===== src/rtl/mc_ctrl_pkg.sv =====
// Shared encodings for the multi-cycle controller: state codes, decoder
// instruction classes and the datapath select encodings.
package mc_ctrl_pkg;

    typedef enum logic [2:0] {
        ST_IDLE   = 3'd0,
        ST_FETCH  = 3'd1,
        ST_DECODE = 3'd2,
        ST_EXEC   = 3'd3,
        ST_MEM    = 3'd4,
        ST_WB     = 3'd5,
        ST_TRAP   = 3'd6
    } state_e;

    typedef enum logic [3:0] {
        IT_UNKNOWN = 4'd0,
        IT_R       = 4'd1,
        IT_IMM     = 4'd2,
        IT_BEQ     = 4'd3,
        IT_LOAD    = 4'd4,
        IT_JR      = 4'd5,
        IT_JAL     = 4'd6,
        IT_STORE   = 4'd7
    } itype_e;

    typedef enum logic [1:0] {
        PC_PLUS4  = 2'd0,
        PC_BRANCH = 2'd1,
        PC_JUMP   = 2'd2,
        PC_REG    = 2'd3
    } pc_sel_e;

    typedef enum logic [1:0] {
        WB_ALU = 2'd0,
        WB_MEM = 2'd1,
        WB_PC4 = 2'd2
    } wb_sel_e;

    typedef enum logic [1:0] {
        RD_RT = 2'd0,
        RD_RD = 2'd1,
        RD_RA = 2'd2
    } reg_dst_e;

    typedef enum logic [1:0] {
        ALU_ADD   = 2'd0,
        ALU_SUB   = 2'd1,
        ALU_FUNCT = 2'd2,
        ALU_IMM   = 2'd3
    } alu_op_e;

    function automatic logic is_mem_type(input logic [3:0] t);
        return (t == IT_LOAD) || (t == IT_STORE);
    endfunction

endpackage


===== src/rtl/mc_ctrl_outdec.sv =====
// Combinational strobe decode for mc_ctrl from state, latched class, zero
// and mem_ready. Optional trap output under MC_CTRL_TRAP_EN.
module mc_ctrl_outdec
    import mc_ctrl_pkg::*;
(
    input  logic [2:0] state_i,
    input  logic [3:0] type_i,
`ifndef MC_CTRL_TRAP_EN
    input  logic [3:0] instr_i,
`endif
    input  logic       zero_i,
    input  logic       mem_ready_i,
    output logic       pc_we_o,
    output logic       ir_we_o,
    output logic       mem_req_o,
    output logic       mem_we_o,
    output logic       reg_we_o,
    output logic       alu_src_o,
    output logic       instr_done_o,
`ifdef MC_CTRL_TRAP_EN
    output logic       exc_o,
`endif
    output logic [1:0] pc_sel_o,
    output logic [1:0] wb_sel_o,
    output logic [1:0] reg_dst_o,
    output logic [1:0] alu_op_o
);

    always_comb begin
        pc_we_o      = 1'b0;
        ir_we_o      = 1'b0;
        mem_req_o    = 1'b0;
        mem_we_o     = 1'b0;
        reg_we_o     = 1'b0;
        alu_src_o    = 1'b0;
        instr_done_o = 1'b0;
`ifdef MC_CTRL_TRAP_EN
        exc_o        = 1'b0;
`endif
        pc_sel_o     = PC_PLUS4;
        wb_sel_o     = WB_ALU;
        reg_dst_o    = RD_RT;
        alu_op_o     = ALU_ADD;
        case (state_i)
            ST_FETCH: begin
                mem_req_o = 1'b1;
                if (mem_ready_i) begin
                    ir_we_o  = 1'b1;
                    pc_we_o  = 1'b1;
                    pc_sel_o = PC_PLUS4;
                end
            end
            ST_DECODE: begin
`ifndef MC_CTRL_TRAP_EN
                // Unknown class retires here as a NOP; type_q is not yet valid.
                if (instr_i == IT_UNKNOWN) instr_done_o = 1'b1;
`endif
            end
            ST_EXEC: begin
                case (type_i)
                    IT_R:     alu_op_o = ALU_FUNCT;
                    IT_IMM: begin
                        alu_op_o  = ALU_IMM;
                        alu_src_o = 1'b1;
                    end
                    IT_LOAD, IT_STORE: begin
                        alu_op_o  = ALU_ADD;
                        alu_src_o = 1'b1;
                    end
                    IT_BEQ: begin
                        alu_op_o     = ALU_SUB;
                        instr_done_o = 1'b1;
                        if (zero_i) begin
                            pc_we_o  = 1'b1;
                            pc_sel_o = PC_BRANCH;
                        end
                    end
                    IT_JR: begin
                        pc_we_o      = 1'b1;
                        pc_sel_o     = PC_REG;
                        instr_done_o = 1'b1;
                    end
                    default: instr_done_o = 1'b1;
                endcase
            end
            ST_MEM: begin
                mem_req_o = 1'b1;
                mem_we_o  = (type_i == IT_STORE);
                if (mem_ready_i && type_i == IT_STORE) instr_done_o = 1'b1;
            end
            ST_WB: begin
                reg_we_o     = 1'b1;
                instr_done_o = 1'b1;
                case (type_i)
                    IT_R: begin
                        wb_sel_o  = WB_ALU;
                        reg_dst_o = RD_RD;
                    end
                    IT_LOAD: wb_sel_o = WB_MEM;
                    IT_JAL: begin
                        wb_sel_o  = WB_PC4;
                        reg_dst_o = RD_RA;
                        pc_we_o   = 1'b1;
                        pc_sel_o  = PC_JUMP;
                    end
                    default: ;
                endcase
            end
`ifdef MC_CTRL_TRAP_EN
            ST_TRAP: begin
                exc_o    = 1'b1;
                pc_we_o  = 1'b1;
                pc_sel_o = PC_JUMP;
            end
`endif
            default: ;
        endcase
    end

endmodule


===== src/rtl/mc_ctrl.sv =====
// Multi-cycle CPU controller: state, latched instruction class and retire
// counter. Define MC_CTRL_TRAP_EN to add the exc output and TRAP state.
module mc_ctrl
    import mc_ctrl_pkg::*;
(
    input  logic        clk,
    input  logic        reset_n,
    input  logic [3:0]  InstrType,
    input  logic        zero,
    input  logic        mem_ready,
    output logic        pc_we,
    output logic        ir_we,
    output logic        mem_req,
    output logic        mem_we,
    output logic        reg_we,
    output logic        alu_src,
    output logic        instr_done,
    output logic [1:0]  pc_sel,
    output logic [1:0]  wb_sel,
    output logic [1:0]  reg_dst,
    output logic [1:0]  alu_op,
    output logic [2:0]  state,
`ifdef MC_CTRL_TRAP_EN
    output logic        exc,
`endif
    output logic [31:0] retired
);

    state_e      state_q, state_d;
    logic [3:0]  type_q, type_d;
    logic [31:0] retired_q, retired_d;

    always_ff @(posedge clk) begin
        if (!reset_n) begin
            state_q   <= ST_IDLE;
            type_q    <= '0;
            retired_q <= '0;
        end else begin
            state_q   <= state_d;
            type_q    <= type_d;
            retired_q <= retired_d;
        end
    end

    always_comb begin
        state_d = ST_IDLE;
        case (state_q)
            ST_IDLE:  state_d = ST_FETCH;
            ST_FETCH: state_d = mem_ready ? ST_DECODE : ST_FETCH;
            ST_DECODE: begin
                if (InstrType == IT_JAL)
                    state_d = ST_WB;
                else if (InstrType == IT_UNKNOWN)
`ifdef MC_CTRL_TRAP_EN
                    state_d = ST_TRAP;
`else
                    state_d = ST_FETCH;
`endif
                else
                    state_d = ST_EXEC;
            end
            ST_EXEC: begin
                if (type_q == IT_R || type_q == IT_IMM)
                    state_d = ST_WB;
                else if (is_mem_type(type_q))
                    state_d = ST_MEM;
                else
                    state_d = ST_FETCH;
            end
            ST_MEM: begin
                if (!mem_ready)
                    state_d = ST_MEM;
                else if (type_q == IT_LOAD)
                    state_d = ST_WB;
                else
                    state_d = ST_FETCH;
            end
            ST_WB: state_d = ST_FETCH;
`ifdef MC_CTRL_TRAP_EN
            ST_TRAP: state_d = ST_FETCH;
`endif
            default: state_d = ST_IDLE;
        endcase
    end

    always_comb begin
        type_d    = (state_q == ST_DECODE) ? InstrType : type_q;
        retired_d = retired_q + {31'd0, instr_done};
    end

    mc_ctrl_outdec u_outdec (
        .state_i      (state_q),
        .type_i       (type_q),
`ifndef MC_CTRL_TRAP_EN
        .instr_i      (InstrType),
`endif
        .zero_i       (zero),
        .mem_ready_i  (mem_ready),
        .pc_we_o      (pc_we),
        .ir_we_o      (ir_we),
        .mem_req_o    (mem_req),
        .mem_we_o     (mem_we),
        .reg_we_o     (reg_we),
        .alu_src_o    (alu_src),
        .instr_done_o (instr_done),
`ifdef MC_CTRL_TRAP_EN
        .exc_o        (exc),
`endif
        .pc_sel_o     (pc_sel),
        .wb_sel_o     (wb_sel),
        .reg_dst_o    (reg_dst),
        .alu_op_o     (alu_op)
    );

    assign state   = state_q;
    assign retired = retired_q;

endmodule

===== config.mk =====
export PLATFORM = sky130hd
export DESIGN_NAME = mc_ctrl
export DESIGN_NICKNAME = d
export VERILOG_FILES = /design/src/rtl/mc_ctrl_pkg.sv /design/src/rtl/mc_ctrl_outdec.sv /design/src/rtl/mc_ctrl.sv
export SDC_FILE = /design/constraint.sdc
export NUM_CORES = 1
export LEC_CHECK = 0
export CAP_MARGIN = 0
export CORE_UTILIZATION = 40
export CTS_BUF_LIST = sky130_fd_sc_hd__clkbuf_2 sky130_fd_sc_hd__clkbuf_4 sky130_fd_sc_hd__clkbuf_8
export DETAILED_ROUTE_END_ITERATION = 6
export PLACE_DENSITY_LB_ADDON = 0.2
export SYNTH_ARGS = -nofsm -noshare
export SYNTH_HDL_FRONTEND = slang
export SYNTH_HIERARCHICAL = 1
export SYNTH_SLANG_ARGS = --single-unit
export TNS_END_PERCENT = 100

===== constraint.sdc =====
create_clock -name clk -period 4.01 [get_ports clk]
set_input_delay 0.401 -clock clk [delete_from_list [all_inputs] [get_ports clk]]
set_output_delay 0.401 -clock clk [all_outputs]
set_load 0.02 [all_outputs]

==> results of run 1 <==
## flip-flops by register name, summed over array words and instances (netlist names)
| signal | flops |
|---|---|
| state | 3 |
| retired | 32 |
| type_q | 4 |
## layout by cell type, fill, tap and decap left out, types with 3 or more instances in the layout
cell type,synthesis,final
o31ai_1,8,8
mux2i_1,5,5
or4_1,9,9
nand2_1,10,10
clkdlybuf4s50_1,0,57
xor2_1,3,3
buf_4,0,3
nand4_1,8,8
o21ai_0,10,10
inv_1,10,10
nor4_1,9,9
nor3b_1,3,3
or3_1,9,9
dfxtp_1,39,39
nand3_1,8,8
nor3_1,7,7
xnor2_1,16,16
and2_1,4,4
a21oi_1,18,18
and4_1,3,3
nor2_1,24,24
clkbuf_8,0,5
## path summary, 6_finish.rpt
path | endpoint | from | slack, ns | depth (start not counted)
setup / recovery | retired[20] | InstrType[2] | 0.58 | 10
hold / removal | retired[31] | retired[31] | 0.49 | 2
setup reg to reg | retired[20] | state[2] | 0.63 | 9
hold reg to reg | retired[31] | retired[31] | 0.49 | 2
## worst max-delay path: stages
cell and delay [ns]:
clkdlybuf4s50_1 0.47, or4b_1 0.51, o41ai_2 0.21, a221o_1 0.18, ha_1 0.21, ha_1 0.24
nand3_4 0.14, or4_4 0.64, or4_1 0.48, a21oi_1 0.14
## metrics by stage
step / utilization, % / worst slack, ns / hold slack (ns) / instances / instance area (um2)
CTS: 57.6 / 0.573 / 0.492 / 370 / 2810
detailed placement: 55.8 / 0.311 / 0.481 / 362 / 2720
finish: 57.6 / 0.584 / 0.485 / 370 / 2810
floorplan: - / 0.0889 / 0.519 / 245 / 2100
global route: 57.6 / 0.366 / 0.531 / 370 / 2810
global placement: 55.8 / 0.332 / 0.466 / 362 / 2720
## layer usage
| metal | routed length [um] | part of all wire [%] | global-route usage [%] |
|---|---|---|---|
| met1 | 2370 | 49 | 25.0 |
| met4 | 52 | 1.1 | 5.03 |
| met5 | 0 | 0 | 0 |
| met2 | 2240 | 46 | 30.9 |
| met3 | 213 | 4.4 | 3.79 |
## cells by family after synthesis
family	synth area share [%]
xor+xnor	7.94
compound gates	14.9
mux	2.39
simple gates	32.0
buf+inv	4.41
fa+ha+maj	1.19
flops	37.2
## area by class of cell
type                            count  area (um2)
Multi-Input combinational cell    185        1220
Clock inverter                      1        5.00
Sequential cell                    39         781
Clock buffer                        7        83.8
Inverter                           11        41.3
Tap cell                           67        83.8
Fill cell                         469        2070
Timing Repair Buffer               60         593
## power breakdown
group | internal [W] | total [W] | switching, W
clock | 0.000136 | 0.000262 | 0.000127
combinational | 0.0000380 | 0.0000787 | 0.0000407
sequential | 0.000392 | 0.000401 | 0.00000963
total | 0.000565 | 0.000743 | 0.000177
==> summary.md, run 1 <==
| Metric | Value |
|---|---|
| Outcome | finished clean |
| Final Hold Fails | 0 |
| Skew-Pair Late Insertion Delay | approximately 0.28 ns |
| Top Ports | between 50 and 60 |
| Via count of the routed design | a little over 2000 |
| Global-route wire length before repair | roughly 8.3 mm |
| Cell at the root of the clock tree | clkbuf_8 |
| Weighted congestion at the end of routability-driven global placement | 0.832 |
| DRC violations left | 0 |
| Detailed-placement wirelength estimate | 3.43 mm |
| Cell area after synthesis | between 2000 and 2500 um2 |
| Maximum vdd ir drop | roughly 250 uV |
| Setup repair after global routing missed its margin | false |
| Final layout net count | about 310 |
| Initial core utilization | a little over two fifths |
| Mean instance size in the synthesized netlist | 8.56 um2 |
| Pin count of the biggest net entering global routing | 20 |
| Number of placement rows | 25 |
| Sum of routed wire length over all layers | approximately 4.9 mm |
| Power per cell area | 264 nW/um2 |
| Total clock buffers created by CTS | 5 |
| Violation count after the first detailed-route iteration | 82 |
| Setup TNS | 0 ns |
| Post-synthesis register bit count | 39 |
| Maximum capacitance violations | 0 |
| Area of the placeable core | between 4000 and 5000 um2 |
| Number of pins exceeding their max-slew limit in the final report | 0 |
| Hold crit path type | flip-flop to flip-flop |
| Post-synth net total | roughly 260 |
| Most frequent cells after synthesis | 39 x dfxtp_1, 24 x nor2_1, 18 x a21oi_1 |
| Worst setup path category | input port to flip-flop |
| Floorplan die height | between 70 and 80 um |
| Number of standard cells after synthesis | ~250 |
| CTS-repair resized insts | 0 |
| Port-buffer cells | 57 |
| Dominant register cell in the synthesized netlist | dfxtp_1 |
| Clock tree skew after final layout | around 0.0042 ns |
| Tmin final | between 3 and 4 ns |
| Clock tree from TritonCTS | done |
| Largest fanout on the critical path | 11 |
| Antenna Nets Post-Route | 0 |
| Overflow left after global routing | 0 |
| Initial antenna violation count | 0 |
| Number of global-route vias before repair | between 1500 and 2000 |
| Fraction of final layout cells with drive strength greater than 1 | 5.61% |
| Post-synth cell types | between 40 and 50 |
| Worst Path Arrival | 3.64 ns |
| Ratio of routed vias to standard cells | 5.53 |
| H-tree depth | 2 |
| Clock transition at the registers of the reported paths | around 0.070 ns |
| Number of warning messages in the yosys log | 6 |
| Total power | between 0.0007 and 0.0008 W |
| Width of the chip | 74.4 um |
| Area of the die | between 5000 and 6000 um2 |
| All-Layer GR Usage | approximately a fifth |
| Worst Max-Slew Pin Slew | approximately 0.7 ns |
| Worst slew margin relative to its limit | 53.2% |
| Post-synth EDFFs | 0 |
| Post-synthesis sequential area ratio | a little under two fifths |
| Achievable clock frequency | between 0.2 and 0.3 GHz |
| Detailed-route wire length per cell | 13.2 um |
| Biggest area consumer among synthesized cells | dfxtp_1 |
| Ys async rst share | 0% |
| Most repeated cell in the gate-level netlist after synthesis | dfxtp_1 |
| Period utilisation layout | a little under nine tenths |
| # diodes | 0 |
| Kind of capture point of the worst setup path | flip-flop |
| Leakage power of the design | 0.890 nW |
| Largest cells by area after synthesis | dfxtp_1 37%, xnor2_1 6.7%, a21oi_1 4.3%, nor2_1 4.3%, or4_1 3.2% |
| Critical Path Source Type | input port |
| Number of sinks driven by the clock tree | 39 |
| Post-CTS setup repair buffer count | 0 |
| Setup-failing EPs final | 0 |
| Required time reported for the critical path endpoint | roughly 4.2 ns |
| Clock buffer depth | 2 |
| CTS Hold Bufs | 0 |
| Area growth, synth to finish | 34.1% |
| Area share of the largest cell type after synthesis | between 30 and 40% |
| Count of TritonRoute iterations in the first routing pass | 4 |
No activity file was read; power rests on OpenSTA's default activity.
==> run 2, diff against run 1 <==
--- a/config.mk
+++ b/config.mk
@@ -6,7 +6,7 @@
 export NUM_CORES = 1
 export LEC_CHECK = 0
 export CAP_MARGIN = 0
-export CORE_UTILIZATION = 40
+export CORE_UTILIZATION = 50
 export CTS_BUF_LIST = sky130_fd_sc_hd__clkbuf_2 sky130_fd_sc_hd__clkbuf_4 sky130_fd_sc_hd__clkbuf_8
 export DETAILED_ROUTE_END_ITERATION = 6
 export PLACE_DENSITY_LB_ADDON = 0.2
==> run 2 against run 1 <==
Sequential power about the same. Sequential cell count did not move. Setup slack better by 0.044 ns. Global-route usage up 4.8 points. Sequential share of layout area about the same. Hold slack about the same. Die area shrank 19%. Clock-buffer cell count is the same. Combinational power is 4.4% higher.
==> summary.md, run 2 (synthesis gave the netlist of run 1 again) <==
| Metric | Value |
|---|---|
| Outcome | finished clean (unchanged) |
| Hold path startpoint | retired[31] (unchanged) |
| Area growth, synth to finish | 34.1% (about the same) |
| DRC violations left | 0 (unchanged) |
| Hold crit path type | flip-flop to flip-flop (unchanged) |
| Overflow left after global routing | 0 (unchanged) |
| Worst setup path category | input port to flip-flop (unchanged) |
| Weighted congestion at the end of routability-driven global placement | 0.801 (was 0.832) |
| Antenna Nets Post-Route | 0 (unchanged) |
| CTS Hold Bufs | 0 (unchanged) |
| Fraction of final layout cells with drive strength greater than 1 | 6.54% (was 5.61%) |
| Largest fanout on the critical path | 11 (unchanged) |
| Initial core utilization | 52.4% (was 43.0%) |
| Share of total power consumed by net switching | 25.1% (was 23.9%) |
| Detailed-placement wirelength estimate | 3.40 mm (was 3.43 mm) |
| Kind of capture point of the worst setup path | flip-flop (unchanged) |
| CTS-repair resized insts | 0 (unchanged) |
| Port-buffer cells | 57 (unchanged) |
| H-tree depth | 2 (unchanged) |
| Most frequent cells in the layout | 57 x clkdlybuf4s50_1, 39 x dfxtp_1, 24 x nor2_1, 18 x a21oi_1, 16 x xnor2_1 (unchanged) |
| Setup slack of the critical path after layout | 0.628 ns (was 0.584 ns) |
| Proportion of power drawn by flip-flops and latches | 52.9% (was 54.1%) |
| Leakage power of the design | 0.904 nW (was 0.890 nW) |
| Worst Path Arrival | 3.62 ns (was 3.64 ns) |
| Clock transition at the registers of the reported paths | 0.07 ns (about the same) |
| Achievable clock frequency | 0.296 GHz (was 0.292 GHz) |
| Clock tree skew after final layout | 0.00286 ns (was 0.00425 ns) |
| Via count of the routed design | 2080 (was 2045) |
| Setup-failing EPs final | 0 (unchanged) |
| Count of TritonRoute iterations in the first routing pass | 4 (unchanged) |
| Most common cell after layout, fill and taps aside | clkdlybuf4s50_1 (unchanged) |
| Number of sinks driven by the clock tree | 39 (unchanged) |
| Combinational power share | 10.9% (was 10.6%) |
| Cell at the root of the clock tree | clkbuf_8 (unchanged) |
| Clock buffer depth | 2 (unchanged) |
| Period utilisation layout | 84.3% (was 85.4%) |
| Number of standard cells in the layout, taps in and fillers out | 356 (was 370) |
| Setup TNS | 0 ns (unchanged) |
| Reg-to-Reg Start | type_q[1] (was state[2]) |
| Final layout net count | 315 (was 312) |
| Int Pwr | 0.000567 W (was 0.000565 W) |
| Pin count of the biggest net entering global routing | 20 (unchanged) |
| Clock network fraction of total power | 36.2% (was 35.3%) |
| Width of the chip | 66.8 um (was 74.4 um) |
| Critical Path Source Type | input port (unchanged) |
| Floorplan die height | 66.8 um (was 74.4 um) |
| Number of placement rows | 23 (was 25) |
| Skew-Pair Late Insertion Delay | 0.30 ns (was 0.28 ns) |
| Worst slew margin relative to its limit | 54.8% (was 53.2%) |
| Required time reported for the critical path endpoint | 4.25 ns (was 4.23 ns) |
| Number of pins exceeding their max-slew limit in the final report | 0 (unchanged) |
| Detailed-route wire length per cell | 13.7 um (was 13.2 um) |
| Maximum capacitance violations | 0 (unchanged) |
| Final Hold Fails | 0 (unchanged) |
| Top Ports | 58 (unchanged) |
| # placed instances | 348 (was 362) |
| Area of the placeable core | 4000 um2 (was 4880 um2) |
| Largest register FFs | 32 (unchanged) |
| Number of global-route vias before repair | 1742 (was 1853) |
| Total clock buffers created by CTS | 5 (unchanged) |
| Post-CTS setup repair buffer count | 0 (unchanged) |
| Clock tree from TritonCTS | done (unchanged) |
| Worst Max-Slew Pin Slew | 0.672 ns (was 0.697 ns) |
| Setup repair after global routing missed its margin | false (unchanged) |
| Power per cell area | 269 nW/um2 (was 264 nW/um2) |
| Maximum vdd ir drop | 227 uV (was 246 uV) |
| Final-layout worst hold slack | 0.486 ns (was 0.485 ns) |
| Post-place setup slack | 0.297 ns (was 0.311 ns) |
| # diodes | 0 (unchanged) |
| Area of the die | 4460 um2 (was 5540 um2) |
| Initial antenna violation count | 0 (unchanged) |
| Tmin final | 3.38 ns (was 3.43 ns) |
| All-Layer GR Usage | 23.6% (was 18.8%) |
| Ratio of routed vias to standard cells | 5.84 (was 5.53) |
| Psw | 0.000190 W (was 0.000177 W) |
| Fin util | 70.3% (was 57.6%) |
| Global-route wire length before repair | 7.94 mm (was 8.26 mm) |
| Sum of routed wire length over all layers | 4.88 mm (about the same) |
| Critical path startpoint | InstrType[2] (unchanged) |
| Violation count after the first detailed-route iteration | 136 (was 82) |
[run 2: cell count changes in the layout (fill, tap and decap cells not counted), sizes merged]
cell,change
buf,+3
[run 2: final cells by class]
| cell class | count | area, um2 |
|---|---|---|
| fill | 335 | 1190 |
| tap | 50 | 62.6 |
| multi-input combinational | 185 | 1220 |
| clock inverter | 1 | 5.00 |
| inverter | 11 | 41.3 |
| clock buffer | 7 | 83.8 |
| sequential | 39 | 781 |
| timing repair buffer | 63 | 616 |
[run 2: metal layers]
layer	share of wire, %	GRT usage, %	up-vias
met4	1.3	7.18	0
met1	48	30.6	973
met2	46	37.2	72
met5	0	0	-
li1	-	-	1030
met3	5.3	7.19	5
[run 2: worst max-delay path, cell delays in order]
cell and delay [ns]:
clkdlybuf4s50_1 0.47, or4b_1 0.51, o41ai_2 0.20, a221o_1 0.17
ha_1 0.21, ha_1 0.25, nand3_4 0.14, or4_4 0.64
or4_1 0.49, a21oi_1 0.14
[run 2: final timing paths]
kind | slack (ns) | endpoint | cells past startpoint
worst min-delay path | 0.49 | retired[31] | 2
worst min register to register | 0.49 | retired[31] | 2
worst max-delay path | 0.63 | retired[20] | 10
worst max register to register | 0.71 | retired[20] | 9
[run 2: through the flow]
stage	instance area, um2	total power, W
6_report	2810	0.000757
5_1_grt	2810	0.000786
4_1_cts	2810	0.000762
3_5_place_dp	2720	0.000491
3_3_place_gp	2720	0.000490
2_1_floorplan	2100	0.000453
[run 2: power by group through the flow]
| stage | Sequential (W) | Clock (W) | Combinational, W |
|---|---|---|---|
| 2_1_floorplan | 0.000413 | 0 | 0.0000407 |
| 3_3_place_gp | 0.000409 | 0 | 0.0000811 |
| 3_5_place_dp | 0.000409 | 0 | 0.0000819 |
| 4_1_cts | 0.000400 | 0.000279 | 0.0000825 |
| 5_1_grt | 0.000402 | 0.000296 | 0.0000882 |
| 6_report | 0.000401 | 0.000274 | 0.0000822 |
==> run 3, diff against run 2 <==
--- a/config.mk
+++ b/config.mk
@@ -6,7 +6,7 @@
 export NUM_CORES = 1
 export LEC_CHECK = 0
 export CAP_MARGIN = 0
-export CORE_UTILIZATION = 50
+export CORE_UTILIZATION = 45
 export CTS_BUF_LIST = sky130_fd_sc_hd__clkbuf_2 sky130_fd_sc_hd__clkbuf_4 sky130_fd_sc_hd__clkbuf_8
 export DETAILED_ROUTE_END_ITERATION = 6
 export PLACE_DENSITY_LB_ADDON = 0.2
==> constraint.sdc (replaced) <==
create_clock -name clk -period 2.7 [get_ports clk]
set_input_delay 0.27 -clock clk [delete_from_list [all_inputs] [get_ports clk]]
set_output_delay 0.27 -clock clk [all_outputs]
set_load 0.02 [all_outputs]
==> run 3 against run 2 <==
Clock power rose by 49%. Critical endpoint is now retired[24]. Largest power group unchanged. Sequential cell count did not move. Global-route usage fell by 0.43 points. The flow now finishes with violations (setup timing). Largest cell class unchanged.
==> summary.md, run 3 (synthesis gave the netlist of run 1 again) <==
| Metric | Value |
|---|---|
| Critical Path Source Type | flip-flop (was input port) |
| Worst Max-Slew Pin Slew | 0.689 ns (was 0.672 ns) |
| Total power | 0.00115 W (was 0.000757 W) |
| Antenna Nets Post-Route | 0 (unchanged) |
| Hold crit path type | flip-flop to flip-flop (unchanged) |
| Violations in the final reports | setup timing |
| Number of global-route vias before repair | 1946 (was 1742) |
| Top Ports | 58 (unchanged) |
| Ratio of routed vias to standard cells | 5.69 (was 5.84) |
| Clock tree skew after final layout | 0.00522 ns (was 0.00286 ns) |
| Sum of routed wire length over all layers | 5.62 mm (was 4.88 mm) |
| Met1 wire length | 2.66 mm (was 2.32 mm) |
| Detailed-route wire length per cell | 14.6 um (was 13.7 um) |
| Delay of the slowest critical-path stage | 0.52 ns (was 0.64 ns) |
| Clock tree from TritonCTS | done (unchanged) |
| Top delay family on crit path | simple AND/OR/NAND/NOR gates (unchanged) |
| Final Hold Fails | 0 (unchanged) |
| Worst slew margin relative to its limit | 53.7% (was 54.8%) |
| Fraction of final layout cells with drive strength greater than 1 | 20.4% (was 6.54%) |
| Final-layout worst hold slack | 0.495 ns (was 0.486 ns) |
| Area of the placeable core | 4410 um2 (was 4000 um2) |
| Leakage power of the design | 1.10 nW (was 0.904 nW) |
| Worst Path Arrival | 3.12 ns (was 3.62 ns) |
| Finished Cell Area | 3180 um2 (was 2810 um2) |
| Critical path's slowest cell | or4b_4 (was or4_4) |
| Achievable clock frequency | ~0.35 GHz |
| Clock buffer depth | 2 (unchanged) |
| Fin util | 72.0% (was 70.3%) |
| Maximum vdd ir drop | 344 uV (was 227 uV) |
| Tmin final | ~2.9 ns |
| All-Layer GR Usage | 23.2% (was 23.6%) |
| Pin count of the biggest net entering global routing | 20 (unchanged) |
| Proportion of power drawn by flip-flops and latches | 51.3% (was 52.9%) |
| Number of pins exceeding their max-slew limit in the final report | 0 (unchanged) |
| Largest register FFs | 32 (unchanged) |
| Initial antenna violation count | 0 (unchanged) |
| Reg2reg path depth | 10 (was 9) |
| Skew-Pair Late Insertion Delay | 0.29 ns (was 0.30 ns) |
| Fill cell count | 349 (was 335) |
| Int Pwr | 0.000857 W (was 0.000567 W) |
| Outcome | complete, but fails checks (was finished clean) |
| Required time reported for the critical path endpoint | 2.93 ns (was 4.25 ns) |
| Crit path buf inv count | 1 (unchanged) |
| Final layout net count | 343 (was 315) |
| Number of sinks driven by the clock tree | 39 (unchanged) |
| Hold path depth | 2 (unchanged) |
| # diodes | 0 (unchanged) |
| Post-place setup slack | -0.616 ns (was 0.297 ns) |
| Weighted congestion at the end of routability-driven global placement | 0.799 (was 0.801) |
| Setup slack of the critical path after layout | -0.189 ns (was 0.628 ns) |
| Largest fanout on the critical path | 5 (was 11) |
| H-tree depth | 2 (unchanged) |
| Floorplan die height | 70.3 um (was 66.8 um) |
| Violation count after the first detailed-route iteration | 187 (was 136) |
| Via count of the routed design | 2196 (was 2080) |
| Hold path startpoint | retired[31] (unchanged) |
| Most common cell after layout, fill and taps aside | clkdlybuf4s50_1 (unchanged) |
| Port-buffer cells | 57 (unchanged) |
| List of cells traversed by the critical path | or4b_4, o41ai_2, a221o_1, ha_4, buf_6, ha_4, nand3_4, or4_4, or4_4, a21oi_2 (was clkdlybuf4s50_1, or4b_1, o41ai_2, a221o_1, ha_1, ha_1, nand3_4, or4_4, or4_1, a21oi_1) |
| Setup-failing EPs final | 15 (was 0) |
| Share of total power consumed by net switching | 25.2% (was 25.1%) |
| Reg-to-reg slack, setup | -0.19 ns (was 0.71 ns) |
| Area after DPL | 2920 um2 (was 2720 um2) |
| Combinational power share | 13.2% (was 10.9%) |
| Maximum capacitance violations | 0 (unchanged) |
| Area of the die | 4940 um2 (was 4460 um2) |
| Width of the chip | 70.3 um (was 66.8 um) |
| Psw | 0.000289 W (was 0.000190 W) |
| Power per cell area | 361 nW/um2 (was 269 nW/um2) |
| Setup repair after global routing missed its margin | true (was false) |
| Total clock buffers created by CTS | 5 (unchanged) |
| Sum of met2 wire segment lengths after detailed routing | 2.71 mm (was 2.23 mm) |
| Worst flop-to-flop path endpoint | retired[24] (was retired[20]) |
| Detailed-placement wirelength estimate | 3.76 mm (was 3.40 mm) |
| Clock network fraction of total power | 35.5% (was 36.2%) |
| Global-route wire length before repair | 9.22 mm (was 7.94 mm) |
| Count of TritonRoute iterations in the first routing pass | 4 (unchanged) |
| DRC violations left | 0 (unchanged) |
| Initial core utilization | 47.5% (was 52.4%) |
| Most frequent cells in the layout | 55 x clkdlybuf4s50_1, 35 x dfxtp_1, 30 x buf_4, 24 x nor2_1, 17 x a21oi_1 (was 57 x clkdlybuf4s50_1, 39 x dfxtp_1, 24 x nor2_1, 18 x a21oi_1, 16 x xnor2_1) |
| Kind of capture point of the worst setup path | flip-flop (unchanged) |
| Clock transition at the registers of the reported paths | 0.08 ns (was 0.07 ns) |
| Worst Hold Endpoint | retired[31] (unchanged) |
| Period utilisation layout | 107% |
| Met3 layer wire length in the routed design | 195 um (was 257 um) |
| Worst setup path category | flip-flop to flip-flop (was input port to flip-flop) |
| Cell at the root of the clock tree | clkbuf_8 (unchanged) |
| Number of placement rows | 24 (was 23) |
| Overflow left after global routing | 0 (unchanged) |
| Uppermost metal layer occupied by signal nets | met4 (unchanged) |
| Reg-to-Reg Start | state[0] (was type_q[1]) |
| Area growth, synth to finish | 51.5% (was 34.1%) |
==> run 3: changes by cell type in the layout (fill, tap and decap cells not counted), sizes merged <==
cell           before  now
clkdlybuf4s50      57   55
dlygate4sd2         0    1
dlymetal6s2s        0    1
or4                11   12
buf                 6   33
==> run 3: worst max-delay path by stage <==
stage                       from     endpoint  cells after the start
finish                  state[0]  retired[24]                     10
global route            state[2]  retired[22]                     10
CTS                     state[2]  retired[29]                      8
detailed placement  InstrType[2]  retired[31]                      9
global placement    InstrType[2]  retired[31]                      9
floorplan               state[2]  retired[28]                     11
==> run 3: area by class of cell <==
type                            instances  area [um2]  share of cell area (%)
Multi-Input combinational cell        186        1360                    42.9
Timing Repair Buffer                   90         831                    26.2
Sequential cell                        39         788                    24.8
Clock buffer                            7        83.8                    2.64
Tap cell                               52        65.1                    2.05
Inverter                               11        41.3                    1.30
Clock inverter                          1        5.00                   0.158
==> run 3: worst min-delay path, cell delays in order, from the launching register on <==
cell,delay [ns]
dfxtp_1,0.33
o31ai_2,0.06
a21oi_1,0.06
==> run 3: power groups by stage <==
| stage | sequential (W) | combinational [W] | clock, W |
|---|---|---|---|
| 2_1_floorplan | 0.000614 | 0.0000625 | 0 |
| 3_3_place_gp | 0.000600 | 0.000145 | 0 |
| 3_5_place_dp | 0.000601 | 0.000146 | 0 |
| 4_1_cts | 0.000588 | 0.000149 | 0.000417 |
| 5_1_grt | 0.000589 | 0.000164 | 0.000441 |
| 6_report | 0.000588 | 0.000151 | 0.000407 |
==> run 3: what timing repair did <==
item,CTS,global route
buffers inserted,6,1
hold buffers,0,0
setup endpoints to repair,17,21
gates cloned,1,0
gates resized for setup,16,10
pin swaps,16,8
==> run 3: per-stage QoR <==
step / TNS (ns) / cells
after floorplan: -5.98 / 245
after global placement: -8.74 / 371
after detailed placement: -10.13 / 371
after CTS: -1.88 / 386
after global routing: -3.18 / 386
final: -1.41 / 386
==> run 3: metal layers <==
layer  up-vias  GRT usage (%)
met5         -              0
met4         0           6.22
met3         7           5.19
met2        47           36.6
met1      1047           31.8
li1       1095              -
